### src/rtl/luhn_check_gen.sv
// Luhn check-digit generator: collects the payload digits, computes the check digit,
// then replays payload and check digit to a downstream consumer.
module luhn_check_gen #(
  parameter int NUM_DIGITS = 16
) (
  input  logic       CLOCK_50,
  input  logic       reset,
  input  logic       start,
  input  logic [3:0] in_digit,
  input  logic       in_valid,
  output logic       in_ready,
  output logic [3:0] out_digit,
  output logic       out_valid,
  input  logic       out_ready,
  output logic [3:0] check_digit,
  output logic       busy,
  output logic       done,
  output logic       error
);

  localparam int IW   = $clog2(NUM_DIGITS);
  localparam int NPAY = NUM_DIGITS - 1;
  localparam logic [IW-1:0] LAST_PAY = IW'(NUM_DIGITS - 2);
  localparam logic [IW-1:0] LAST_OUT = IW'(NUM_DIGITS - 1);
  // The payload digit next to the check digit is doubled, so parity of the payload length decides the first one.
  localparam logic DBL_INIT = 1'(NPAY % 2);

  typedef enum logic [1:0] {
    S_IDLE    = 2'd0,
    S_COLLECT = 2'd1,
    S_CALC    = 2'd2,
    S_EMIT    = 2'd3
  } state_t;

  function automatic logic [3:0] luhn_contrib(input logic [3:0] d, input logic dbl);
    logic [4:0] d2;
    d2 = {d, 1'b0};
    if (!dbl) begin
      return d;
    end else if (d2 > 5'd9) begin
      return 4'(d2 - 5'd9);
    end else begin
      return d2[3:0];
    end
  endfunction

  function automatic logic [3:0] add_mod10(input logic [3:0] s, input logic [3:0] c);
    logic [4:0] t;
    t = {1'b0, s} + {1'b0, c};
    if (t >= 5'd10) begin
      return 4'(t - 5'd10);
    end else begin
      return t[3:0];
    end
  endfunction

  state_t        r_state;
  logic [IW-1:0] r_idx;
  logic [3:0]    r_sum;
  logic          r_dbl;
  logic [3:0]    r_buf [0:NPAY-1];
  logic [3:0]    r_check;
  logic          r_in_ready;
  logic          r_out_valid;
  logic [3:0]    r_out_digit;
  logic          r_busy;
  logic          r_done;
  logic          r_error;

  logic          w_in_xfer;
  logic          w_out_xfer;
  logic [3:0]    w_sum_next;
  logic [IW-1:0] w_next_idx;
  logic [3:0]    w_next_digit;

  assign w_in_xfer  = in_valid & r_in_ready;
  assign w_out_xfer = r_out_valid & out_ready;
  assign w_sum_next = add_mod10(r_sum, luhn_contrib(in_digit, r_dbl));
  assign w_next_idx = r_idx + IW'(1);

  // Digit to present after the current output transfer: buffered payload or the check digit.
  always_comb begin
    w_next_digit = r_check;
    if (w_next_idx < LAST_OUT) begin
      w_next_digit = r_buf[w_next_idx];
    end else begin
      w_next_digit = r_check;
    end
  end

  // Payload store; contents are don't-care after reset.
  always_ff @(posedge CLOCK_50) begin
    if (r_state == S_COLLECT && w_in_xfer) begin
      r_buf[r_idx] <= in_digit;
    end
  end

  // Control FSM with registered handshake and status outputs.
  always_ff @(posedge CLOCK_50) begin
    if (reset) begin
      r_state     <= S_IDLE;
      r_idx       <= '0;
      r_sum       <= 4'd0;
      r_dbl       <= 1'b0;
      r_check     <= 4'd0;
      r_in_ready  <= 1'b0;
      r_out_valid <= 1'b0;
      r_out_digit <= 4'd0;
      r_busy      <= 1'b0;
      r_done      <= 1'b0;
      r_error     <= 1'b0;
    end else begin
      r_done <= 1'b0;
      case (r_state)
        S_IDLE: begin
          if (start) begin
            r_error    <= 1'b0;
            r_idx      <= '0;
            r_sum      <= 4'd0;
            r_dbl      <= DBL_INIT;
            r_in_ready <= 1'b1;
            r_busy     <= 1'b1;
            r_state    <= S_COLLECT;
          end
        end
        S_COLLECT: begin
          if (w_in_xfer) begin
            r_sum <= w_sum_next;
            r_dbl <= ~r_dbl;
            r_idx <= w_next_idx;
            // A non-BCD digit aborts the generation; nothing is emitted.
            if (in_digit > 4'd9) begin
              r_error    <= 1'b1;
              r_in_ready <= 1'b0;
              r_busy     <= 1'b0;
              r_state    <= S_IDLE;
            end else if (r_idx == LAST_PAY) begin
              r_in_ready <= 1'b0;
              r_state    <= S_CALC;
            end
          end
        end
        S_CALC: begin
          r_check     <= (r_sum == 4'd0) ? 4'd0 : 4'd10 - r_sum;
          r_idx       <= '0;
          r_out_digit <= r_buf[0];
          r_out_valid <= 1'b1;
          r_state     <= S_EMIT;
        end
        S_EMIT: begin
          if (w_out_xfer) begin
            r_idx <= w_next_idx;
            if (r_idx == LAST_OUT) begin
              r_out_valid <= 1'b0;
              r_done      <= 1'b1;
              r_busy      <= 1'b0;
              r_state     <= S_IDLE;
            end else begin
              r_out_digit <= w_next_digit;
            end
          end
        end
        default: begin
          r_state     <= S_IDLE;
          r_in_ready  <= 1'b0;
          r_out_valid <= 1'b0;
          r_busy      <= 1'b0;
        end
      endcase
    end
  end

  assign in_ready    = r_in_ready;
  assign out_valid   = r_out_valid;
  assign out_digit   = r_out_digit;
  assign check_digit = r_check;
  assign busy        = r_busy;
  assign done        = r_done;
  assign error       = r_error;

endmodule
### config.mk
export PLATFORM = sky130hd
export DESIGN_NAME = luhn_check_gen
export DESIGN_NICKNAME = d
export VERILOG_FILES = /design/src/rtl/luhn_check_gen.sv
export SDC_FILE = /design/constraint.sdc
export NUM_CORES = 1
export LEC_CHECK = 0
export BUFFER_PORTS_ARGS = -buffer_cell sky130_fd_sc_hd__buf_2
export CAP_MARGIN = 20
export CORE_UTILIZATION = 63
export CTS_BUF_LIST = sky130_fd_sc_hd__clkbuf_8
export DETAILED_ROUTE_END_ITERATION = 6
export PLACE_DENSITY = 0.82
export SLEW_MARGIN = 40
export SYNTH_ARGS = -nofsm -noshare
export SYNTH_HDL_FRONTEND = slang
export SYNTH_SLANG_ARGS = --single-unit
### constraint.sdc
create_clock -name CLOCK_50 -period 3.63 [get_ports CLOCK_50]
set_input_delay 0.726 -clock CLOCK_50 [delete_from_list [all_inputs] [get_ports CLOCK_50]]
set_output_delay 0.726 -clock CLOCK_50 [all_outputs]
set_load 0.01 [all_outputs]
# After elaboration in Yosys (flattened, before gate mapping)
# Memory sizes are Yosys's and may differ from the RTL's.
# Cells that the tools add are included.
[totals] memories=1 wordCells=94 regBits=24 latchBits=0 mem_bits_ro=0 in_bits=9 mem_bits_rw=60 output_inout_bits=13
[mem_list] memory="r_buf" words=15 width=4 rd=2 rd_clocked_by_memory_dff=0 wr=1 line="61" text="logic [3:0] r_buf [0:NPAY-1];"
[classes] addsub=5 mul=0 n_reduce_logical=15 div=0 eq_ne=12 shifts=0 order_cmp=4 mux=41 bitwise_logic=5
[ops] op="two-way mux 4 bit" count=11
[ops] op="case mux 4 bit (2 select lines)" count=2
[ops] op="case mux 4 bit (4 select lines)" count=1
[ops] op="two-way mux 1 bit" count=15
[ops] op="two-way mux 2 bit" count=6
[ops] op="AND reduction 3 bit" count=4
[ops] op="!= test 2 bit (second input constant)" count=5
[ops] op="== test 4 bit (second input constant)" count=2
[ops] op="case mux 1 bit (2 select lines)" count=4
[ops] op="case mux 2 bit (4 select lines)" count=1
[ops] op="AND reduction 4 bit" count=2
[ops] op="subtractor 4 bit (second input constant)" count=2
[ops] op="AND reduction 6 bit" count=1
[ops] op="adder 4 x 4 -> 5 bit" count=1
[ops] op=">= comparator 5 x 4 -> 1 bit (second input constant)" count=1
[ops] op="> comparator 5 x 4 -> 1 bit (second input constant)" count=1
[ops] op="AND reduction 5 bit" count=1
[ops] op="adder 4 x 1 -> 4 bit (second input constant)" count=1
[ops] op="== test 2 bit (second input constant)" count=2
[ops] op="> comparator 4 bit (second input constant)" count=1
[ops] op="zero test 4 bit" count=1
[ops] op="< comparator 4 bit (second input constant)" count=1
[ops] op="nonzero test 2 bit" count=2
[ops] op="subtractor 4 bit (first input constant)" count=1
[ops] op="10 further kinds" count=13

# Logic depth before layout (Yosys ltp)
# Gate-level depths: netlist of run 1.
[logic_depth] ltp_word=8 mapped_depth=14 depth_no_buf=14

# Worst setup path before layout of run 1
# No wires, ideal clock.
[synth_path] kind="input-to-reg" from="in in_digit[1]" to="reg r_sum[3]" path_buffers=0 setup_ns=0.132 path_slack_ns=0.481 path_stages=14 arrival_ns=3.016 path_cell_list="inv_1 -> ha_1 -> inv_1 -> a21oi_1 -> xnor2_1 -> nand2_1 -> o21ai_0 -> fa_1 -> xnor2_1 -> ha_1 -> and4b_1 -> a211oi_1 -> a211o_1 -> a21oi_1"
[synth_between] elab_chain_cells=8 word_cells_on_any_way=10
[synth_rtl] element="start, declared" line="9" text="input logic [3:0] in_digit,"
[synth_rtl] element="subtractor 4 bit / > comparator 5 x 4 -> 1 bit (equally long branches)" line="41, 40"
[synth_rtl] element="two-way mux 4 bit" line="40" text="end else if (d2 > 5'd9) begin"
[synth_rtl] element="two-way mux 4 bit (*)" line="38" text="if (!dbl) begin"
[synth_rtl] element="adder 4 x 4 -> 5 bit (*)" line="49" text="t = {1'b0, s} + {1'b0, c};"
[synth_rtl] element="subtractor 4 bit / >= comparator 5 x 4 -> 1 bit (equally long branches)" line="51, 50"
[synth_rtl] element="two-way mux 4 bit (*)" line="50" text="if (t >= 5'd10) begin"
[synth_rtl] element="two-way mux 4 bit (*)" line="127" text="if (w_in_xfer) begin"
[synth_rtl] element="case mux 4 bit (2 select lines) (*)" line="114" text="case (r_state)"
[synth_rtl] element="end signal, assigned" line="128" text="r_sum <= w_sum_next;"
[synth_rtl] element="end, declared" line="59" text="logic [3:0] r_sum;"
# Every way passes the cells marked *; elsewhere a longest branch is shown, timed or not. The select of a mux whose other input is x is not followed.
# A chain may end at the register's enable or synchronous reset.

# Worst setup path after layout of run 1
# Ends and elaborated chain as after synthesis.

==> impl_metrics.yaml, run 1 <==
run_status:
  outcome: "finished, final reports clean"
synth:
  synth_simple_gate_area_share_pct: 13.5
  yosysTopAreaCell: "edfxtp_1"
  yosysUniqueCellTypes: 51
  yosysSeqAreaShare_pct: 56.5
  synth_common_cells: "60 x edfxtp_1, 24 x a21oi_1, 24 x dfxtp_1, 24 x nand2_1, 18 x nor2_1"
  synth_xor_area_share_pct: 1.49
  synth_nets: 340
  synthCells: 318
  syn_area_per_cell_sq_um: 12.7
  synth_seq_cells: 84
  synth-compound-area-share_pct: 10.4
  synth_top_family_by_area: "simple AND/OR/NAND/NOR gates"
  synth_adder_area_share_pct: 4.22
  syn-cell-area_sq_um: 4040
  synthTopCellsByArea: "edfxtp_1 45%, dfxtp_1 12%, mux4_1 6.5%"
  synthDominantCellAreaShare_pct: 44.6
  synthMuxAreaShare_pct: 10.8
  synth-main-ff-cell: "edfxtp_1"
  synth_enable_flop_cells: 60
  synthArstFlopShare_pct: 0
  synth_warnings: 0
  yosysMostFrequentCell: "edfxtp_1"
placed_design:
  dpl.hpwl_um: 5700
  placed_cells: 405
  place_congestion: 0.842
  io_buffer_count: 21
setup_path:
  critPathLaunchType: "input pin"
  endpoint_kind: "flop"
  reg2reg_depth: 6
  crit_fanout: 5
  critPathSlowestCell: "fa_1"
  path_class: "input pin to flop"
  critPathLaunch: "in_digit[1]"
  crit_required_ns: 3.84
  cp.arrival_ns: 3.38
  reg2reg_from: "r_idx[1]$_SDFFE_PP0P_"
  critical_path.max_stage_delay_ns: 0.49
  crit_chain: "buf_2 -> inv_1 -> ha_1 -> inv_1 -> a21oi_1 -> xnor2_1 -> nand2_1 -> o21ai_0 -> fa_1 -> xnor2_1 -> ha_1 -> and4b_1 -> a211oi_1 -> a211o_1 -> a21oi_1"
floorplan:
  floorplan.die_area_sq_um: 6730
  die_width_um: 82.0
  die_h_um: 82.0
  rows: 28
  initial_core_util_pct: 66.6
  ioPinCount: 22
  core_area_sq_um: 6060
global_route:
  grt_pass1_wl_um: 12500
  met1_usage_pct: 36.4
  use_met2_pct: 42.1
  gr-total-overflow: 0
  antenna_found_initial: 0
  track_usage_pct: 26.5
  grt_pass1_vias: 2453
  met3_usage_pct: 4.22
  grt_max_degree: 29
  grt-busiest-layer: "met2"
timing:
  setup_viol: 0
  rsz0062_at_grt: "false"
  slew_viol_final: 0
  tightestPinTransition_ns: 0.608
  fin_skew_ns: 0.0107
  period_share_pct: 87.4
  max_freq_mhz: 315
  hold_viol_final: 0
  post-route-min-period_ns: 3.17
  slew_headroom_pct: 59.3
  setup_tns_ns: 0
  holdWs_ns: 0.474
clocking:
  htreeDepth: 3
  cts.sinks: 84
  cts_max_path_buffers: 2
  ctsResizeCount: 0
  ctsHoldBuffers: 0
  tritoncts: "yes"
  clock_latency_ns: 0.35
  post_cts_buffers: 0
  numCtsBuffers: 9
  cts_root_buf: "clkbuf_8"
  clkTransAtPathRegs_ns: 0.08
worst_hold_path:
  hold_class: "flop to flop"
  worst_hold_path.num_cells: 2
  min-delay-start: "check_digit[0]$_SDFFE_PP0P_"
detailed_routing:
  postRouteAntennaNets: 0
  wl_um: 8040
  drt_iter0_drc: 284
  avgRoutedWirePerCell_um: 19.1
  post-route-drc-count: 0
  vias: 2686
  vias_per_cell: 6.38
  drt_pass1_iterations: 5
pwr:
  power.leakage_nw: 1.56
  peakVddDrop_v: 0.000256
  pwr_density_cell_nw_per_um2: 414
cells_and_area:
  nNetsFinal: 363
  synthToLayoutAreaGrowth_pct: 8.77
  antenna_cells: 0
  finalNonFillerCells: 421
  drive_gt1_share_pct: 14.2
flow_run:
  cap_violations: 0
==> kinds of logic after synthesis <==
logic type | count (synthesis)
mux | 20
simple gates | 105
buf+inv | 25
compound gates | 65
fa+ha+maj | 13
xor+xnor | 6
flops | 84
==> final timing paths <==
| kind | to | slack, ns |
|---|---|---|
| setup reg to reg | out_digit[1]$_SDFFE_PP0P_ | 0.92 |
| hold / removal | check_digit[0]$_SDFFE_PP0P_ | 0.47 |
| setup / recovery | r_sum[3]$_SDFFE_PP0P_ | 0.46 |
| hold reg to reg | check_digit[0]$_SDFFE_PP0P_ | 0.47 |
==> flip-flops by register name (all words and copies together), names as in the netlist, named ones only <==
signal	count
busy	1
r_sum	4
in_ready	1
r_idx	4
check_digit	4
r_buf	60
done	1
error	1
out_digit	4
out_valid	1
r_state	1
r_dbl	1
==> per-layer routing <==
metal / wire length, um / vias to the layer above
li1: - / 1275
met1: 3610 / 1315
met2: 3900 / 84
met3: 420 / 12
met4: 115 / 0
met5: 0 / -
==> layout make-up <==
cell class	count	area [sq um]
clock buffers	9	124
clock inverters	7	66.3
fillers	414	1670
inverters	10	37.5
multi-input cells	209	1640
flip-flops and latches	84	2280
well taps	75	93.8
repair buffers	27	150
==> cells in the final DEF (no fill, tap or decap), types with 7 or more instances in the layout <==
cell      Yosys  layout
nand2_1      24      24
and2_1       10      10
o21ai_0       7       7
nor3_1       10      10
mux4_1       10      10
clkbuf_8      0       9
buf_2         1      21
dfxtp_1      24      24
edfxtp_1     60      60
ha_1         12      12
a211oi_1      7       7
inv_1        10      11
nand3_1      11      11
nor2_1       18      18
and3_1       11      11
a21oi_1      24      24
==> worst max-delay path: cells and delay by family <==
kind                     cells  cell delay [ns]
AND/OR/NAND/NOR              2             0.27
adder cells (fa/ha/maj)      3             1.00
AO/OA/AOI/OAI                5             0.77
XOR/XNOR                     2             0.36
buffers and inverters        3             0.25
==> report_power, final <==
| group | switching, mW | internal [mW] | leakage [nW] |
|---|---|---|---|
| Clock | 0.319 | 0.314 | 0.0961 |
| Combinational | 0.0833 | 0.0583 | 0.730 |
| Sequential | 0.0119 | 1.03 | 0.734 |
==> through the flow <==
stage                     power [mW]  area, sq um  setup slack, ns  util [%]
after floorplan                 1.16         4040            0.481         -
after global placement          1.20         4200            0.226      69.3
after detailed placement        1.21         4200            0.107      69.3
after CTS                       1.83         4390            0.479      72.4
after global routing            1.87         4390            0.130      72.4
final                           1.82         4390            0.458      72.4
Power figures use the tool's default switching activity.
==> run 2: changes to the inputs <==
- CORE_UTILIZATION: 63 -> 57
- PLACE_DENSITY: 0.82 -> 0.78
- clock period: 3.63 -> 2.6 ns (I/O delays scaled with it)
==> run 2 against run 1 <==
Flip-flop and latch count unchanged. Sequential power increased by 39%. Global-route usage decreased by 2.2 points. Cell count increased by 10%. Largest cell class unchanged.
==> impl_metrics.yaml, run 2 (synthesized netlist as in run 1, its figures left out) <==
floorplan:
  initial_core_util_pct: 59.1
  die_h_um: 86.2
  core_area_sq_um: 6830
  ioPinCount: 22
  floorplan.die_area_sq_um: 7420
  die_width_um: 86.2
  rows: 30
setup_path:
  path_class: "input pin to flop"
  crit_required_ns: 2.82
  critical_path.max_stage_delay_ns: 0.42
  cp.arrival_ns: 2.72
  endpoint_kind: "flop"
  critPathSlowestCell: "fa_2"
  critPathLaunchType: "input pin"
  cp_common_cell: "ha_4"
  crit_chain: "buf_4 -> clkinv_4 -> ha_4 -> inv_4 -> a21oi_4 -> xnor2_1 -> nand2_1 -> o21ai_2 -> fa_2 -> xnor2_4 -> ha_4 -> and4b_1 -> a211oi_2 -> a211o_1 -> a21oi_1"
  path_buf_inv: 3
  crit_fanout: 5
  cp_top_family: "adder cells"
cells_and_area:
  fill_cells: 497
  largest_reg_flops: 60
  synthToLayoutAreaGrowth_pct: 16.6
  antenna_cells: 0
  drive_gt1_share_pct: 24.2
  nNetsFinal: 386
  final_common_cell: "edfxtp_1"
  fin_area_sq_um: 4710
  layout_common_cells: "60 x edfxtp_1, 30 x buf_4, 24 x nand2_1, 24 x dfxtp_1, 21 x a21oi_1"
  regMostFlops: "r_buf"
flow_run:
  cap_violations: 0
global_route:
  gr-total-overflow: 0
  antenna_found_initial: 0
  grt_pass1_wl_um: 13100
  grt_pass1_vias: 2563
  grt_max_degree: 29
  track_usage_pct: 24.3
clocking:
  htreeDepth: 3
  tritoncts: "yes"
  clkTransAtPathRegs_ns: 0.08
  cts.sinks: 84
  cts_root_buf: "clkbuf_8"
  cts_max_path_buffers: 2
  numCtsBuffers: 9
  ctsHoldBuffers: 0
  clock_latency_ns: 0.36
placed_design:
  pre_cts_ws_ns: -0.299
  place_congestion: 0.820
  dpl.hpwl_um: 5900
  dpl-instance-area_sq_um: 4430
  io_buffer_count: 21
detailed_routing:
  drt_iter0_drc: 269
  post-route-drc-count: 0
  avgRoutedWirePerCell_um: 18.1
  wl_um: 8400
  postRouteAntennaNets: 0
  vias: 2767
  vias_per_cell: 5.96
  drt_pass1_iterations: 4
pwr:
  peakVddDrop_v: 0.000242
  power.leakage_nw: 1.68
  pwr_density_cell_nw_per_um2: 552
timing:
  setup_viol: 0
  setup_ws_ns: 0.0998
  period_share_pct: 96.2
  hold_viol_final: 0
  max_freq_mhz: 400
  tightestPinTransition_ns: 0.529
  slew_viol_final: 0
  slew_headroom_pct: 64.5
  post-route-min-period_ns: 2.50
  fin_skew_ns: 0.0119
run_status:
  outcome: "finished, final reports clean"
worst_hold_path:
  hold_class: "input pin to flop"
-- run 2: final cells by class --
type | instances | area, sq um | area share [%]
Timing Repair Buffer | 50 | 332 | 7.05
Clock buffer | 9 | 124 | 2.63
Tap cell | 96 | 120 | 2.55
Multi-Input combinational cell | 209 | 1750 | 37.1
Sequential cell | 84 | 2280 | 48.5
Inverter | 10 | 45.0 | 0.957
Clock inverter | 6 | 57.6 | 1.22
-- run 2: repair_timing --
action / 4_1_cts / 5_1_grt
buffers inserted: 0 / 3
endpoints found under the setup margin: 0 / 2
resized for setup: 0 / 17
-- run 2: layer usage --
metal / routed length [um] / vias up / GRT usage, %
met5: 0 / - / 0
met4: 129 / 0 / 9.24
met3: 417 / 11 / 4.91
met2: 4270 / 70 / 39.5
met1: 3590 / 1370 / 32.5
li1: - / 1316 / -
-- run 2: worst reg2reg max path: cells and delay by family (launching register included) --
family | cells | cell delay (ns)
DFF | 1 | 0.36
and+or+nand+nor | 2 | 0.33
buffers and inverters | 1 | 0.18
adders and majority gates | 3 | 0.77
xor gates and xnor gates | 1 | 0.24
AOI/OAI and AO/OA | 4 | 0.44
-- run 2: final timing paths --
check	from	to	cells after the start	slack, ns
setup / recovery	in_digit[1]	r_sum[3]$_SDFFE_PP0P_	15	0.1
setup reg to reg	r_dbl$_SDFFE_PP0P_	r_sum[3]$_SDFFE_PP0P_	11	0.15
hold / removal	out_ready	done$_SDFF_PP0_	3	0.47
hold reg to reg	check_digit[0]$_SDFFE_PP0P_	check_digit[0]$_SDFFE_PP0P_	2	0.48
-- run 2: power by group --
group          switching (mW)  internal, mW
logic                   0.146         0.127
registers              0.0106          1.44
clock network           0.441         0.432
total                   0.597          2.00
-- run 2: stage by stage --
stage / power (mW) / hold WS (ns) / instances / setup TNS [ns] / util (%)
6_report: 2.60 / 0.474 / 464 / 0 / 68.9
5_1_grt: 2.69 / 0.479 / 464 / -0.0104 / 68.9
4_1_cts: 2.58 / 0.464 / 461 / 0 / 67.5
3_5_place_dp: 1.73 / 0.466 / 446 / -0.671 / 64.8
3_3_place_gp: 1.72 / 0.460 / 446 / -0.343 / 64.8
2_1_floorplan: 1.63 / 0.486 / 318 / 0 / -
